### src/rtl/arb4b1_pkg.sv
// Shared types and constants for the 4-way round-robin arbiter.
// Holds the FSM encoding, the requester index type and the hold default.
package arb4b1_pkg;

    typedef enum logic [1:0] {
        IDLE    = 2'd0,
        GRANT   = 2'd1,
        RECOVER = 2'd2
    } state_e;

    typedef logic [1:0] idx_t;

    localparam logic [3:0] MAX_HOLD_DEF = 4'd15;

    function automatic logic [3:0] onehot4(input idx_t i);
        return 4'b0001 << i;
    endfunction

endpackage

### src/rtl/arb4b1_rr_pick4.sv
// Combinational rotation picker: first set request after LAST, wrapping.
// Ports: r[3:0] effective requests, last previous winner -> win, found.
module rr_pick4
    import arb4b1_pkg::*;
(
    input  logic [3:0] r,
    input  idx_t       last,
    output idx_t       win,
    output logic       found
);

    idx_t cand;

    // Scan from lowest to highest priority so the highest-priority
    // hit (LAST+1) is the final assignment that survives.
    always_comb begin
        win   = last;
        found = 1'b0;
        cand  = last;
        for (int k = 4; k >= 1; k--) begin
            cand = last + idx_t'(k);
            if (r[cand]) begin
                win   = cand;
                found = 1'b1;
            end
        end
    end

endmodule

### src/rtl/arb4b1_rr.sv
// 4-requester round-robin arbiter with hold-time preemption and a
// one-cycle recovery gap. Ports: C clock, CLR async reset, I0 (active-low),
// I1..I3 requests; G one-hot grant, GV grant valid, O registered any-request.
module arb4b1_rr
    import arb4b1_pkg::*;
#(
    parameter logic [3:0] MAX_HOLD = MAX_HOLD_DEF
) (
    input  logic       C,
    input  logic       CLR,
    input  logic       I0,
    input  logic       I1,
    input  logic       I2,
    input  logic       I3,
    output logic [3:0] G,
    output logic       GV,
    output logic       O
);

    state_e     state_q, state_d;
    logic [3:0] g_q, g_d;
    logic       gv_q, gv_d;
    logic       o_q, o_d;
    logic [3:0] hc_q, hc_d;
    idx_t       last_q, last_d;

    logic [3:0] r;
    idx_t       win;
    logic       found;
    logic       arb;
    logic       others;
    logic       expired;

    assign r = {I3, I2, I1, ~I0};

    rr_pick4 u_pick (
        .r     (r),
        .last  (last_q),
        .win   (win),
        .found (found)
    );

    // While granted, LAST is the owner.
    assign others  = |(r & ~onehot4(last_q));
    // hc >= MAX_HOLD, written as hc + 1 > MAX_HOLD in 5 bits.
    assign expired = (MAX_HOLD != 4'd0) &&
                     (({1'b0, hc_q} + 5'd1) > {1'b0, MAX_HOLD});

    always_comb begin
        state_d = state_q;
        g_d     = g_q;
        gv_d    = gv_q;
        hc_d    = hc_q;
        last_d  = last_q;
        o_d     = |r;
        arb     = 1'b0;
        unique case (state_q)
            IDLE:    arb = 1'b1;
            RECOVER: arb = 1'b1;
            GRANT: begin
                if (!r[last_q] || (expired && others)) begin
                    state_d = RECOVER;
                    g_d     = 4'b0000;
                    gv_d    = 1'b0;
                end else if (hc_q != 4'hF) begin
                    hc_d = hc_q + 4'd1;
                end
            end
            default: begin
                state_d = IDLE;
                g_d     = 4'b0000;
                gv_d    = 1'b0;
            end
        endcase
        if (arb) begin
            if (found) begin
                state_d = GRANT;
                g_d     = onehot4(win);
                gv_d    = 1'b1;
                last_d  = win;
                hc_d    = 4'd0;
            end else begin
                state_d = IDLE;
                g_d     = 4'b0000;
                gv_d    = 1'b0;
            end
        end
    end

    always_ff @(posedge C or posedge CLR) begin
        if (CLR) begin
            state_q <= IDLE;
            g_q     <= 4'b0000;
            gv_q    <= 1'b0;
            o_q     <= 1'b0;
            hc_q    <= 4'd0;
            last_q  <= idx_t'(3);
        end else begin
            state_q <= state_d;
            g_q     <= g_d;
            gv_q    <= gv_d;
            o_q     <= o_d;
            hc_q    <= hc_d;
            last_q  <= last_d;
        end
    end

    assign G  = g_q;
    assign GV = gv_q;
    assign O  = o_q;

endmodule

### config.mk
export PLATFORM = sky130hd
export DESIGN_NAME = arb4b1_rr
export DESIGN_NICKNAME = d
export VERILOG_FILES = /design/src/rtl/arb4b1_pkg.sv /design/src/rtl/arb4b1_rr_pick4.sv /design/src/rtl/arb4b1_rr.sv
export SDC_FILE = /design/constraint.sdc
export NUM_CORES = 1
export LEC_CHECK = 0
export CORE_MARGIN = 3
export CORE_UTILIZATION = 55
export CTS_BUF_LIST = sky130_fd_sc_hd__clkbuf_8
export DETAILED_ROUTE_END_ITERATION = 6
export PLACE_DENSITY_LB_ADDON = 0.12
export SLEW_MARGIN = 20
export SYNTH_ARGS = -nofsm -noshare
export SYNTH_HDL_FRONTEND = slang
export SYNTH_SLANG_ARGS = --single-unit
### constraint.sdc
create_clock -name C -period 3.8 [get_ports C]
set_input_delay 1.14 -clock C [delete_from_list [all_inputs] [get_ports C]]
set_output_delay 1.14 -clock C [all_outputs]
set_load 0.02 [all_outputs]
# --- After elaboration in Yosys (flattened, before gate mapping) ---
# Index checks and enable logic that the tools add are counted.
# W data, S select, Z words.
classes:
  add_sub_neg: 5
  order_cmp: 5
  n_eq_ne: 5
  n_shift: 2
  muxes: 33
  bitwise: 3
  n_reduce_logical: 9
op_table:
  columns: ["cell", "count"]
  rows:
  - ["$mux W4", 8]
  - ["$mux W1", 13]
  - ["$lt A2 B3 Y1 const B", 4]
  - ["$mux W2", 5]
  - ["$bmux W1 S2", 4]
  - ["$pmux W4 S2", 1]
  - ["$reduce_or A4 Y1", 2]
  - ["$shl A1 B2 Y4 const A", 2]
  - ["$add A4 B1 Y5 const B", 1]
  - ["$gt A5 B4 Y1 const B", 1]
  - ["$add A2 B2 Y2 const B", 2]
  - ["$add A4 B1 Y4 const B", 1]
  - ["$and A4 B4 Y4", 1]
  - ["$ne A4 B4 Y1 const B", 1]
  - ["$not A4 Y4", 1]
  - ["$pmux W2 S2", 1]
  - ["$reduce_and A2 Y1", 2]
  - ["$ne A3 B3 Y1 const B", 1]
  - ["$add A2 B1 Y2 const B", 1]
  - ["$eq A2 B1 Y1 const B", 1]
  - ["$eq A2 B2 Y1 const B", 1]
  - ["$logic_not A2 Y1", 1]
  - ["$ne A2 B1 Y1 const B", 1]
  - ["$pmux W1 S2", 1]
  - ["other kinds (5)", 5]
totals:
  reg_bits: 14
  out_inout_bits: 6
  elab_cells: 68

# --- Longest topological paths before layout ---
logic_depth:
  depth_word: 10
  mapped_depth: 7
  ltp_nobuf: 6

# --- Cells and area by module ---
# A second synthesis with hierarchy kept.
unflattened:
  cells_unflattened: 87
  area_unflattened_um2: 789.5
modules_own_cells:
  columns: ["module", "instances", "cells_per_inst", "area_each_um2"]
  rows:
  - ["arb4b1_rr", 1, 73, 706.9]
  - ["rr_pick4", 1, 14, 82.6]

# --- Worst setup path after synthesis ---
# Ideal clock, no wire load.
synth_path:
  kind: "input port to flip-flop"
  startpoint: "input I1"
  endpoint: "register hc_q[2]"
  setup_time_ns: 0.104
  arrival_ns: 2.263
  setup_slack_ns: 1.433
  path_stages: 5
  cell_sequence: "buf_6 -> and2b_2 -> o41ai_2 -> o21ai_2 -> o41ai_2"
synth_via:
  elab_chain_len: 8
synth_lines:
  columns: ["item", "line_no", "text"]
  rows:
  - ["from (decl)", "arb4b1_rr.sv:12", "input logic I1,"]
  - ["$bmux W1 S2 / $and A4 B4 Y4 (equally long branches)", "arb4b1_rr_pick4.sv:22, arb4b1_rr.sv:61, arb4b1_rr.sv:44", null]
  - ["$mux W1 (implied by the code) / $reduce_or A4 Y1 (equally long branches)", "arb4b1_rr_pick4.sv:22, arb4b1_rr.sv:61, arb4b1_rr.sv:44", null]
  - ["$mux W1 (tied with other cells)", "arb4b1_rr_pick4.sv:22", "if (r[cand]) begin"]
  - ["$mux W1 / $logic_or A1 B1 Y1 (equally long branches)", "arb4b1_rr_pick4.sv:22, arb4b1_rr.sv:61", null]
  - ["$mux W1 / $mux W4 (equally long branches)", "arb4b1_rr_pick4.sv:22, arb4b1_rr.sv:61", null]
  - ["$mux W1 / $mux W4 (equally long branches)", "arb4b1_rr_pick4.sv:22, arb4b1_rr.sv:57", null]
  - ["$mux W4", "arb4b1_rr.sv:76", "if (found) begin"]
  - ["$mux W4 *", "arb4b1_rr.sv:75", "if (arb) begin"]
  - ["named net hc_d[2]", "arb4b1_rr.sv:24", "logic [3:0] hc_q, hc_d;"]
  - ["to (signal assigned)", "arb4b1_rr.sv:96", "hc_q <= 4'd0;"]
  - ["to (signal assigned)", "arb4b1_rr.sv:103", "hc_q <= hc_d;"]
  - ["to (decl)", "arb4b1_rr.sv:24", null]
# Mark *: on every way through the listed nets, which the timed path passes. The rest lies on a longest branch. The select of a mux whose other input is x is not followed.
# A chain may end at the register's enable or synchronous reset.

# --- Worst setup path after layout ---
layout_path:
  startpoint: "input I3"
  endpoint: "register hc_q[2]"
layout_via:
  elab_chain_len: 8
layout_lines:
  columns: ["item", "line_no", "text"]
  rows:
  - ["from (decl)", "arb4b1_rr.sv:14", "input logic I3,"]
  - ["$bmux W1 S2 / $and A4 B4 Y4 (equally long branches)", "arb4b1_rr_pick4.sv:22, arb4b1_rr.sv:61, arb4b1_rr.sv:44", null]
  - ["$mux W1 (implied by the code) / $reduce_or A4 Y1 (equally long branches)", "arb4b1_rr_pick4.sv:22, arb4b1_rr.sv:61, arb4b1_rr.sv:44", null]
  - ["$mux W1 (tied with other cells)", "arb4b1_rr_pick4.sv:22", null]
  - ["$mux W1 / $logic_or A1 B1 Y1 (equally long branches)", "arb4b1_rr_pick4.sv:22, arb4b1_rr.sv:61", null]
  - ["$mux W1 / $mux W4 (equally long branches)", "arb4b1_rr_pick4.sv:22, arb4b1_rr.sv:61", null]
  - ["$mux W1 / $mux W4 (equally long branches)", "arb4b1_rr_pick4.sv:22, arb4b1_rr.sv:57", null]
  - ["$mux W4", "arb4b1_rr.sv:76", null]
  - ["$mux W4 *", "arb4b1_rr.sv:75", null]
  - ["named net hc_d[2]", "arb4b1_rr.sv:24", null]
# Marked as above.

==> results.sh <==
export IMPL_grt_use_total_pct=18.7
export IMPL_status="completed"
export IMPL_mostFrequentLayoutCells="15 x inv_1, 11 x dfrtp_1, 11 x clkdlybuf4s50_1"
export IMPL_ys_async_sr_fraction_pct=100
export IMPL_cts_root_buf="clkbuf_8"
export IMPL_design_area_um2=1120
export IMPL_synth_cell_area_um2=977
export IMPL_post_route_period_util_pct=73.4
export IMPL_synthAdderAreaFrac_pct=8.83
export IMPL_ff2ff_path_depth=4
export IMPL_cap_violations=0
export IMPL_setup_ws_ns=1.01
export IMPL_ys_seq_area_share_pct=33.5
export IMPL_grt_max_degree=15
export IMPL_postPlaceCellArea_um2=1080
export IMPL_reg2reg_slack_ns=1.64
export IMPL_clkTransAtPathRegs_ns=0.05
export IMPL_fp_dieH_um=48.2
export IMPL_crit_type="in2reg"
export IMPL_yosys_cell_types_count=39
export IMPL_whs_endpoint="state_q[1]"
export IMPL_r2r_start="last_q[0]"
export IMPL_antennaDiodeCount=0
export IMPL_grt_antenna_before_repair=0
export IMPL_synth_mux_area_fraction_pct=4.10
export IMPL_hold_violations=0
export IMPL_tightest_slew_ns=0.699
export IMPL_cts_buffers=3
export IMPL_ys_seq_elements=13
export IMPL_synthCells=100
export IMPL_max_freq_mhz=358
export IMPL_period_minus_slack_ns=2.79
export IMPL_fin_skew_ns=0.00402
export IMPL_vias=768
export IMPL_clk_path_buf_depth=2
export IMPL_crit_path_start_kind="primary input"
export IMPL_drt_wl_total_um=1840
export IMPL_syn_nets=112
export IMPL_area_growth_pct=15.1
export IMPL_ir_drop_uv=515
export IMPL_maxSlewViolCount=0
export IMPL_cts_setup_buffers=0
export IMPL_powerDensity_nw_per_um2=713
export IMPL_ys_flop_type="dfrtp_1"
export IMPL_ys_warn_count=0
export IMPL_fp_dieW_um=48.2
export IMPL_rr_endpoint="last_q[1]"
export IMPL_ant_nets=0
export IMPL_slew_limit_headroom_pct=52.8
export IMPL_drt_wirelength_per_cell_um=13.7
export IMPL_cts_hold_buffers=0
export IMPL_synth_area_leaders="dfrtp_1 28%, ha_1 7.7%, dfstp_2 5.4%"
export IMPL_synth_xor_area_share_pct=0
export IMPL_io_pins=12
export IMPL_slowest_delay_ns=0.55
export IMPL_hold_start="state_q[1]"
export IMPL_path_cells="clkdlybuf4s50_1 -> nor4b_1 -> nor2_1 -> a311o_2 -> o41ai_2"
export IMPL_viasPerCell=5.69
export IMPL_dr_first_iter_drc_count=22
export IMPL_pre_cts_slack_ns=0.770
export IMPL_insertion_delay_ns=0.24
export IMPL_final_common_cell="inv_1"
export IMPL_setup_viol=0
export IMPL_rsz0062_at_grt="no"
export IMPL_avgSynthCellArea_um2=9.77
export IMPL_drt_first_pass_iters=4
export IMPL_cp_end_kind="flop"
export IMPL_cp_max_fo=8
export IMPL_required_ns=3.94
export IMPL_die_area_um2=2320
export IMPL_grt_pass1_vias=668
export IMPL_coreArea_um2=1590
export IMPL_htree_levels=1
export IMPL_synth_edf_count=0
export IMPL_synth_top_family_by_area="compound AO/OA/AOI/OAI gates"
export IMPL_grt_overflow_total=0
export IMPL_drive_above_1_share_pct=16.2
export IMPL_synth_top_cell_by_area="dfrtp_1"
export IMPL_synth_compound_area_share_pct=22.7
export IMPL_hold_class="reg2reg"
export IMPL_yosys_area_share_simple_pct=21.6
export IMPL_io_buffers=11
export IMPL_synth_top_area_share_pct=28.2
export IMPL_timing_hold_ws_ns=0.451
export IMPL_crit_arrival_ns=2.93
export IMPL_cp_slowest_cell="nor4b_1"
export IMPL_cts_sinks=13
export IMPL_grt_pass1_wl_um=2930
export IMPL_final_util_pct=70.6
export IMPL_hpwl_um=1350
export IMPL_drc=0
export IMPL_cts_resized=0
export IMPL_tns_ns=0
export IMPL_layout_nets=124
export IMPL_p_leak_nw=0.464
export IMPL_gp_congestion=0.826
export IMPL_fp_row_count=14
export IMPL_initial_utilization_pct=61.3
export IMPL_cts_tree="built"
export IMPL_min_path_cells=1
-- kinds of logic (layout without fill, tap and decap cells) --
logic type,after synthesis,after routing
mux,4,4
compound gates,25,25
flops,13,13
buf+inv,18,29
fa+ha+maj,7,7
simple gates,33,33
-- worst max-delay path: cells and delay by family --
kind                   cells  cell delay (ns)
buffers and inverters      1             0.54
AOI/OAI and AO/OA          2             0.47
and+or+nand+nor            2             0.78
-- area by class of cell --
cell class,count,area [µm²]
multi-input cells,69,559
fillers,115,469
flip-flops and latches,13,328
repair buffers,11,110
inverters,14,52.6
clock buffers,3,41.3
well taps,24,30.0
clock inverters,1,3.75
-- stage by stage --
stage | cells | total power, mW
2_1_floorplan | 100 | 0.597
3_3_place_gp | 131 | 0.675
3_5_place_dp | 131 | 0.682
4_1_cts | 135 | 0.804
5_1_grt | 135 | 0.860
6_report | 135 | 0.803
-- power breakdown --
part / switching, mW / internal (mW) / total, mW
Sequential: 0.0694 / 0.191 / 0.260
Combinational: 0.222 / 0.202 / 0.424
Clock: 0.0472 / 0.0712 / 0.118
Total: 0.339 / 0.464 / 0.803
-- routing by layer --
layer / up-vias / wire length [µm] / global-route usage, %
met2: 21 / 813 / 26.0
met1: 360 / 895 / 26.5
met4: 0 / 33 / 8.06
met3: 5 / 103 / 5.90
met5: - / 0 / 0
li1: 382 / - / -
-- cell usage after synthesis (3+ instances only) --
cell / n
nand2_1: 3
inv_1: 14
o21ai_0: 3
nor2_1: 3
and2b_2: 4
nor3_1: 5
nand2b_1: 4
mux2i_1: 4
o22ai_1: 3
ha_1: 6
dfrtp_1: 11
buf_6: 3
-- state kept, by name, indices dropped and copies added, names as in the netlist --
register / flops
O: 1
state_q: 2
G: 4
hc_q: 4
last_q: 2
-- worst max path at each step --
stage,end,cells past startpoint,from
floorplan,hc_q[2],5,I1
global placement,hc_q[2],5,I0
detailed placement,hc_q[2],5,I3
CTS,hc_q[2],5,I1
global route,last_q[1],5,I3
finish,hc_q[2],5,I3
No activity file was read; power rests on OpenSTA's default activity.
